$ cat config.mk
export PLATFORM = sky130hd
export DESIGN_NAME = hazard_stall_unit
export DESIGN_NICKNAME = d
export VERILOG_FILES = /design/src/rtl/hazard_stall_unit.sv
export SDC_FILE = /design/constraint.sdc
export NUM_CORES = 1
export LEC_CHECK = 0
export CAP_MARGIN = 20
export CORE_ASPECT_RATIO = 0.7
export CORE_MARGIN = 5
export CORE_UTILIZATION = 35
export CTS_CLUSTER_DIAMETER = 150
export DETAILED_ROUTE_END_ITERATION = 8
export GPL_ROUTABILITY_DRIVEN = 0
export PLACE_DENSITY = 0.71
export SKIP_CTS_REPAIR_TIMING = 1
export SYNTH_ARGS = -nofsm -noshare
export SYNTH_HDL_FRONTEND = slang
export SYNTH_SLANG_ARGS = --single-unit
export TNS_END_PERCENT = 10
$ cat constraint.sdc
create_clock -name clk -period 5.24 [get_ports clk]
set_input_delay 1.048 -clock clk [delete_from_list [all_inputs] [get_ports clk]]
set_output_delay 1.048 -clock clk [all_outputs]
set_load 0.05 [all_outputs]
$ cat src/rtl/hazard_stall_unit.sv
`default_nettype none
// ============================================================================
// Module      : hazard_stall_unit
// Description : Stall/flush controller for the 5-stage RISC-V pipeline.
//               It handles the hazards that register forwarding cannot
//               resolve:
//                 - load-use        : one bubble into ID/EX, PC and IF/ID held
//                 - taken branch    : IF/ID and ID/EX flushed
//                 - slow data memory: whole pipeline frozen until mem_ready,
//                                     with a sticky timeout flag
//               Priority, highest first: freeze > branch flush > load-use.
// Ports       :
//   clk, rst               clock (rising edge), synchronous active-high reset
//   IF_ID_Rs1/Rs2          source register fields of the instruction in ID
//   ID_Uses_Rs1/Rs2        ID instruction actually reads rs1 / rs2
//   ID_EX_Rd               destination register of the instruction in EX
//   ID_EX_MemRead          EX instruction is a load
//   EX_Branch_Taken        branch/jump in EX resolved taken
//   EX_MEM_MemReq          MEM-stage instruction accesses data memory
//   mem_ready              data memory completes the access this cycle
//   PC_Write .. MEM_WB_Write  pipeline-register / PC write enables
//   ID_EX_Bubble           load a NOP (all control zero) into ID/EX
//   IF_ID_Flush/ID_EX_Flush   clear the register to a NOP
//   mem_error              sticky memory-timeout flag
//   stall_count            saturating count of freeze and load-use cycles
//   flush_count            saturating count of branch flush events
// Revision    : 1.0 - initial release
// ============================================================================
module hazard_stall_unit #(
   parameter int CNT_W       = 16,
   parameter int MEM_TIMEOUT = 255
) (
   input  logic             clk,
   input  logic             rst,
   input  logic [4:0]       IF_ID_Rs1,
   input  logic [4:0]       IF_ID_Rs2,
   input  logic             ID_Uses_Rs1,
   input  logic             ID_Uses_Rs2,
   input  logic [4:0]       ID_EX_Rd,
   input  logic             ID_EX_MemRead,
   input  logic             EX_Branch_Taken,
   input  logic             EX_MEM_MemReq,
   input  logic             mem_ready,
   output logic             PC_Write,
   output logic             IF_ID_Write,
   output logic             ID_EX_Write,
   output logic             EX_MEM_Write,
   output logic             MEM_WB_Write,
   output logic             ID_EX_Bubble,
   output logic             IF_ID_Flush,
   output logic             ID_EX_Flush,
   output logic             mem_error,
   output logic [CNT_W-1:0] stall_count,
   output logic [CNT_W-1:0] flush_count
);

   // Wait counter is at least 8 bits and always wide enough to hold MEM_TIMEOUT.
   localparam int c_WCNT_RAW = $clog2(MEM_TIMEOUT + 1);
   localparam int c_WCNT_W   = (c_WCNT_RAW > 8) ? c_WCNT_RAW : 8;

   // Timeout limit extended by one bit so the incremented count never wraps.
   localparam logic [c_WCNT_W:0] c_TIMEOUT = (c_WCNT_W + 1)'(MEM_TIMEOUT);

   typedef enum logic [0:0] {
      ST_RUN      = 1'b0,
      ST_MEM_WAIT = 1'b1
   } state_t;

   state_t               r_state;
   state_t               w_state_nxt;
   logic [c_WCNT_W-1:0]  r_wcnt;
   logic [c_WCNT_W:0]    w_wcnt_inc;
   logic                 r_mem_error;
   logic [CNT_W-1:0]     r_stall_count;
   logic [CNT_W-1:0]     r_flush_count;

   logic                 w_freeze;
   logic                 w_hit_rs1;
   logic                 w_hit_rs2;
   logic                 w_load_use;
   logic                 w_stall_evt;
   logic                 w_flush_evt;

   // ------------------------------------------------------------------------
   // Hazard detection
   // ------------------------------------------------------------------------
   // A register only conflicts if the ID instruction actually reads it; x0
   // is hard-wired to zero, so a load targeting it never needs a stall.
   assign w_hit_rs1  = ID_Uses_Rs1 && (ID_EX_Rd == IF_ID_Rs1);
   assign w_hit_rs2  = ID_Uses_Rs2 && (ID_EX_Rd == IF_ID_Rs2);
   assign w_load_use = ID_EX_MemRead && (ID_EX_Rd != 5'd0) && (w_hit_rs1 || w_hit_rs2);

   // In RUN a freeze needs an outstanding request; once in MEM_WAIT the
   // request is already latched in EX/MEM, so only mem_ready matters.
   // The cycle mem_ready rises is therefore treated exactly like RUN.
   assign w_wcnt_inc = {1'b0, r_wcnt} + 1'b1;

   // ------------------------------------------------------------------------
   // Next state and control outputs
   // ------------------------------------------------------------------------
   always_comb begin
      w_state_nxt  = r_state;
      w_freeze     = 1'b0;
      w_stall_evt  = 1'b0;
      w_flush_evt  = 1'b0;
      PC_Write     = 1'b1;
      IF_ID_Write  = 1'b1;
      ID_EX_Write  = 1'b1;
      EX_MEM_Write = 1'b1;
      MEM_WB_Write = 1'b1;
      ID_EX_Bubble = 1'b0;
      IF_ID_Flush  = 1'b0;
      ID_EX_Flush  = 1'b0;

      case (r_state)
         ST_RUN:      w_freeze = EX_MEM_MemReq && !mem_ready;
         ST_MEM_WAIT: w_freeze = !mem_ready;
         default:     w_freeze = 1'b0;
      endcase

      w_state_nxt = w_freeze ? ST_MEM_WAIT : ST_RUN;

      if (rst) begin
         // Hold everything and scrub the front of the pipe while in reset.
         PC_Write     = 1'b0;
         IF_ID_Write  = 1'b0;
         ID_EX_Write  = 1'b0;
         EX_MEM_Write = 1'b0;
         MEM_WB_Write = 1'b0;
         IF_ID_Flush  = 1'b1;
         ID_EX_Flush  = 1'b1;
         w_state_nxt  = ST_RUN;
      end else if (w_freeze) begin
         // A taken branch seen here stays in EX because ID/EX is held, so it
         // is acted on at the release cycle rather than being dropped.
         PC_Write     = 1'b0;
         IF_ID_Write  = 1'b0;
         ID_EX_Write  = 1'b0;
         EX_MEM_Write = 1'b0;
         MEM_WB_Write = 1'b0;
         w_stall_evt  = 1'b1;
      end else if (EX_Branch_Taken) begin
         IF_ID_Flush  = 1'b1;
         ID_EX_Flush  = 1'b1;
         w_flush_evt  = 1'b1;
      end else if (w_load_use) begin
         // The bubble clears ID_EX_MemRead, so each load stalls exactly once.
         PC_Write     = 1'b0;
         IF_ID_Write  = 1'b0;
         ID_EX_Bubble = 1'b1;
         w_stall_evt  = 1'b1;
      end
   end

   // ------------------------------------------------------------------------
   // State, wait counter, timeout flag
   // ------------------------------------------------------------------------
   always_ff @(posedge clk) begin
      if (rst) begin
         r_state     <= ST_RUN;
         r_wcnt      <= '0;
         r_mem_error <= 1'b0;
      end else begin
         r_state <= w_state_nxt;
         if (r_state == ST_RUN) begin
            if (w_freeze) begin
               r_wcnt <= '0;
            end
         end else if (!mem_ready) begin
            // Count saturates at the limit; the flag is raised on the edge
            // where the count reaches it and then sticks until reset.
            if (w_wcnt_inc <= c_TIMEOUT) begin
               r_wcnt <= w_wcnt_inc[c_WCNT_W-1:0];
            end
            if (w_wcnt_inc >= c_TIMEOUT) begin
               r_mem_error <= 1'b1;
            end
         end
      end
   end

   // ------------------------------------------------------------------------
   // Saturating event counters
   // ------------------------------------------------------------------------
   always_ff @(posedge clk) begin
      if (rst) begin
         r_stall_count <= '0;
         r_flush_count <= '0;
      end else begin
         if (w_stall_evt && (r_stall_count != {CNT_W{1'b1}})) begin
            r_stall_count <= r_stall_count + 1'b1;
         end
         if (w_flush_evt && (r_flush_count != {CNT_W{1'b1}})) begin
            r_flush_count <= r_flush_count + 1'b1;
         end
      end
   end

   assign mem_error   = r_mem_error;
   assign stall_count = r_stall_count;
   assign flush_count = r_flush_count;

endmodule
`default_nettype wire
==> results of run 1 <==
==> kinds of logic (layout without fill, tap and decap cells) <==
| kind of cell | after synthesis | after routing |
|---|---|---|
| muxes | 5 | 5 |
| and+or+nand+nor | 132 | 132 |
| xor gates and xnor gates | 27 | 27 |
| DFF | 42 | 42 |
| buffers and inverters | 21 | 82 |
| AOI/OAI and AO/OA | 54 | 54 |
| adders and majority gates | 4 | 4 |
==> stage by stage <==
stage	util (%)	area, um2	hold WS (ns)	worst slack, ns
5_1_grt	47.3	3170	0.496	0.880
3_5_place_dp	46.0	3080	0.453	0.973
6_report	47.3	3170	0.473	0.968
2_1_floorplan	-	2390	0.456	1.32
4_1_cts	47.3	3170	0.477	0.954
3_3_place_gp	46.0	3080	0.456	0.972
==> final cells by class <==
cell class | count | area, um2
well taps | 94 | 118
repair buffers | 66 | 648
multi-input cells | 222 | 1440
flip-flops and latches | 42 | 841
inverters | 8 | 30.0
clock inverters | 2 | 13.8
fillers | 679 | 3530
clock buffers | 6 | 72.6
==> critical path, delay by kind of cell <==
family	cells	cell delay [ns]
buf+inv	2	1.16
simple gates	3	0.80
compound gates	1	0.20
==> sequential cells by signal (all words and copies together) (netlist names) <==
name and flops:
flush_count 16, mem_error 1, r_state 1, r_wcnt 8
stall_count 16
==> power by group through the flow <==
stage	Combinational (uW)	Clock, uW	Sequential [uW]
after CTS	88.0	214	324
after global routing	93.2	230	325
after floorplan	49.4	0	335
after detailed placement	87.7	0	332
final	87.2	206	324
after global placement	86.9	0	331
==> final timing paths <==
check,slack [ns],cells past startpoint,from,end
worst min-delay path,0.47,1,mem_error,mem_error
worst min register to register,0.47,1,mem_error,mem_error
worst max-delay path,0.97,6,ID_EX_Rd[0],ID_EX_Bubble
worst max register to register,2.82,7,r_wcnt[0],r_wcnt[3]
==> placed cells by master (no fill, tap or decap), drive strengths merged, types with 2 or more instances in the layout <==
cell type,instances
a211oi,5
a21boi,2
a21oi,7
a2bb2oi,2
a31oi,6
a32o,3
and2,3
and3,6
and4,6
buf,5
clkbuf,6
clkdlybuf4s50,61
clkinv,2
dfxtp,42
ha,4
inv,8
mux2i,4
nand2,32
nand2b,2
nand3,16
nand4,8
nor2,36
nor2b,4
nor3,3
nor3b,2
o21ai,13
o21bai,2
o311ai,2
o31ai,3
o41ai,2
or3,5
or4,4
xnor2,17
xor2,10
==> routing by layer <==
metal  up-vias  GRT usage [%]  wire length (um)
met5         -              0                 0
met4         0           4.79                53
met3         4           3.74               414
met2        72           22.1              2540
met1      1039           20.4              3030
li1       1140              -                 -
==> out/metrics.yaml, run 1 <==
status:
  status: "completed"
logic_synthesis:
  synth_seq_area_share_pct: 35.2
  synth-adder-area-share_pct: 2.10
  synth_top_family_by_area: "simple AND/OR/NAND/NOR gates"
  yosys-top-cells-count: "42 x dfxtp_1, 36 x nor2_1, 31 x nand2_1, 17 x xnor2_1, 15 x nand3_1"
  synth-seq-cells: 42
  synth.most_common_cell: "dfxtp_1"
  synth_warnings: 0
  synth.area.top_cells: "dfxtp_1 35%, xnor2_1 6.2%, nor2_1 5.7%"
  synth_edf_count: 0
  async_flop_share_pct: 0
  synthMuxAreaShare_pct: 2.15
  synth_compound_area_share_pct: 18.1
  synth.avg_cell_area_um2: 8.38
  synthSimpleGateAreaFrac_pct: 28.2
  synth_xor_xnor_area_share_pct: 9.90
  synth_top_area_share_pct: 35.2
  synth_top_cell_by_area: "dfxtp_1"
  ys_types: 55
  synth_area_um2: 2390
  syn_inst: 285
  syn_nets: 312
  synthFlopType: "dfxtp_1"
power:
  finalPower_uw: 617
  p_leak_uw: 0.00106
  p_switching_uw: 164
  pwr-share-clk_pct: 33.4
  power-per-cell-area_nw_per_um2: 195
  peakVddDrop_mv: 0.0964
  sw_frac_of_total_pct: 26.6
  p_comb_share_pct: 14.1
  p_seq_share_pct: 52.5
  intPower_uw: 453
placed_design:
  dpl.hpwl_um: 4600
  dpl.cell_count: 432
  port_buffers: 63
grt:
  antenna_found_initial: 0
  grt_max_degree: 35
  grt_pass1_wl_um: 10200
  grt.overflow.total: 0
  grt.total_usage_pct: 14.7
  grt_pass1_vias: 2137
drt:
  wirelength_um: 6040
  drtPass1Iterations: 5
  num_vias: 2255
  ant_nets: 0
  viasPerCell: 5.13
  route.detailed.drc: 0
  routedWlPerCell_um: 13.7
  drt_iter0_markers: 143
setup_path:
  worstPathCellList: "clkdlybuf4s50_1 -> or4_1 -> o21ai_2 -> nand2b_1 -> nor2_1 -> clkdlybuf4s50_1"
  critPathMostFrequentCell: "clkdlybuf4s50_1"
  max_stage_delay_ns: 0.69
  slowest_stage: "clkdlybuf4s50_1"
  path_class: "in -> out"
  worstPathArrival_ns: 3.22
  cp.required_ns: 4.19
  cp-start-kind: "primary input"
  worst-path-max-fanout: 3
  endpoint_kind: "output port"
timing:
  fin_crit_sh_pct: 81.5
  finalSetupTns_ns: 0
  skew_ns: 0.00265
  fmax_mhz: 234
  rsz0062_at_grt: "no"
  slew_headroom_pct: 52.2
  hold_violations: 0
  finalSetupViolations: 0
  worst-slew-pin-transition_ns: 0.713
  min_period_ns: 4.27
  finalMaxSlewViolations: 0
cells_and_area:
  n_antenna_cell: 0
  nNetsFinal: 372
  area_growth_pct: 32.6
  stdcell_count: 440
  drive_gt1_share_pct: 7.51
die:
  ios: 64
  die_y_um: 79.1
  die_w_um: 109
  fp.dieArea_um2: 8600
  num_rows: 25
  core_um2: 6690
  start_util_pct: 35.7
clock_tree:
  cts.clk_slew.worst_paths_ns: 0.08
  numClockSinks: 42
  cts_tree: "yes"
  clock_path_buffers: 2
  h-tree-depth: 2
  clockRootBuffer: "clkbuf_8"
  cts_buffers: 5
  clk_latency_ns: 0.29
min_path:
  hold_class: "reg -> reg"
flow_run:
  maxCapViolCount: 0
No activity file was read; power rests on OpenSTA's default activity.
==> run 2: changes to the inputs <==
Clock period 5.24 ns to 4 ns, I/O delays scaled along.
==> run 2 against run 1 <==
Hold slack better by 0.0036 ns. Non-clock buffer count unchanged. Design area up 3.4%.
==> out/metrics.yaml, run 2 (synthesis results as in run 1) <==
status:
  status: "completed"
clock_tree:
  clk_latency_ns: 0.29
  clock_path_buffers: 2
  clockRootBuffer: "clkbuf_8"
  numClockSinks: 42
  cts_tree: "yes"
  cts.clk_slew.worst_paths_ns: 0.08
  h-tree-depth: 2
  cts_buffers: 5
cells_and_area:
  fill_cells: 695
  n_antenna_cell: 0
  final_common_cell: "clkdlybuf4s50_1"
  mostFrequentLayoutCells: "55 x clkdlybuf4s50_1, 42 x dfxtp_1, 36 x nor2_1"
  drive_gt1_share_pct: 9.25
  nNetsFinal: 372
  area_growth_pct: 37.1
  stdcell_count: 440
timing:
  min_period_ns: 3.46
  finalMaxSlewViolations: 0
  skew_ns: 0.00709
  hold_violations: 0
  finalSetupTns_ns: 0
  fin_crit_sh_pct: 86.6
  finalSetupViolations: 0
  slew_headroom_pct: 56.6
  worst-slew-pin-transition_ns: 0.644
  rsz0062_at_grt: "no"
  fmax_mhz: 289
placed_design:
  dpl.cell_count: 432
  port_buffers: 63
  dpl.hpwl_um: 4710
drt:
  routedWlPerCell_um: 14.0
  drt_iter0_markers: 91
  wirelength_um: 6160
  num_vias: 2305
  drtPass1Iterations: 4
  ant_nets: 0
  viasPerCell: 5.24
  route.detailed.drc: 0
power:
  power-per-cell-area_nw_per_um2: 271
  peakVddDrop_mv: 0.146
  p_leak_uw: 0.00110
setup_path:
  rr_worst_depth: 7
  endpoint_kind: "output port"
  worstPathArrival_ns: 2.66
  worst-path-max-fanout: 3
  cp-start-kind: "primary input"
  cp.required_ns: 3.20
  timing.rr.end: "r_wcnt[2]"
  r2r_start: "r_wcnt[0]"
  path_class: "in -> out"
  ff2ff_setup_slack_ns: 1.56
  crit_start: "ID_EX_Rd[0]"
flow_run:
  maxCapViolCount: 0
die:
  core_um2: 6690
  ios: 64
  num_rows: 25
  start_util_pct: 35.7
  die_w_um: 109
  fp.dieArea_um2: 8600
  die_y_um: 79.1
min_path:
  hold_start: "mem_error"
  hold_end: "mem_error"
  hold_class: "reg -> reg"
  whs_path_depth: 1
grt:
  antenna_found_initial: 0
  grt.total_usage_pct: 14.6
  grt_pass1_wl_um: 10200
  grt_pass1_vias: 2174
  grt.overflow.total: 0
  grt_max_degree: 35
run 2: metrics by stage:
step / util [%] / cell area (um2) / setup WS (ns) / power, uW / hold WS (ns)
final: 48.9 / 3280 / 0.536 / 888 / 0.477
after global routing: 48.9 / 3280 / 0.461 / 930 / 0.493
after CTS: 48.9 / 3280 / 0.515 / 906 / 0.479
after detailed placement: 47.3 / 3170 / 0.528 / 563 / 0.456
after global placement: 47.3 / 3170 / 0.545 / 561 / 0.449
after floorplan: - / 2390 / 0.581 / 504 / 0.456
run 2: worst max-delay path by stage:
stage                     slack (ns)          end  cells after the start
after floorplan                 0.58     PC_Write                      7
after global placement          0.54     PC_Write                      6
after detailed placement        0.53  IF_ID_Write                      6
after CTS                       0.52  IF_ID_Write                      6
after global routing            0.46     PC_Write                      6
final                           0.54  IF_ID_Write                      6
run 2: routing by layer:
layer  vias to the layer above  wire length (um)  global-route usage, %
li1                       1139                 -                      -
met1                      1097              3000                   20.4
met2                        65              2720                   22.4
met3                         4               398                   3.82
met4                         0                36                   3.40
met5                         -                 0                      0
run 2: area by class of cell:
class | count | area, um2 | area share, %
timing repair buffer | 66 | 733 | 22.4
tap | 94 | 118 | 3.59
clock inverter | 2 | 37.5 | 1.15
sequential | 42 | 841 | 25.7
multi-input combinational | 222 | 1440 | 44.1
clock buffer | 6 | 72.6 | 2.22
inverter | 8 | 30.0 | 0.917
run 2: report_power, final:
part / switching [uW] / leakage (uW) / total, uW / internal [uW]
logic: 67.9 / 0.000713 / 128 / 60.3
clock network: 149 / 0.0000514 / 336 / 186
registers: 4.09 / 0.000339 / 424 / 420
total: 221 / 0.00110 / 888 / 667
run 2: critical path: stages:
cell             delay, ns
clkdlybuf4s50_1       0.46
or4_1                 0.59
o21ai_2               0.20
nand2b_1              0.18
and2_1                0.26
buf_12                0.17
==> run 3: changes to the inputs <==
Settings changed: SETUP_SLACK_MARGIN set to 0.05.
==> results of run 3 <==
Final layout, timing and power as in run 2 (identical DEF).
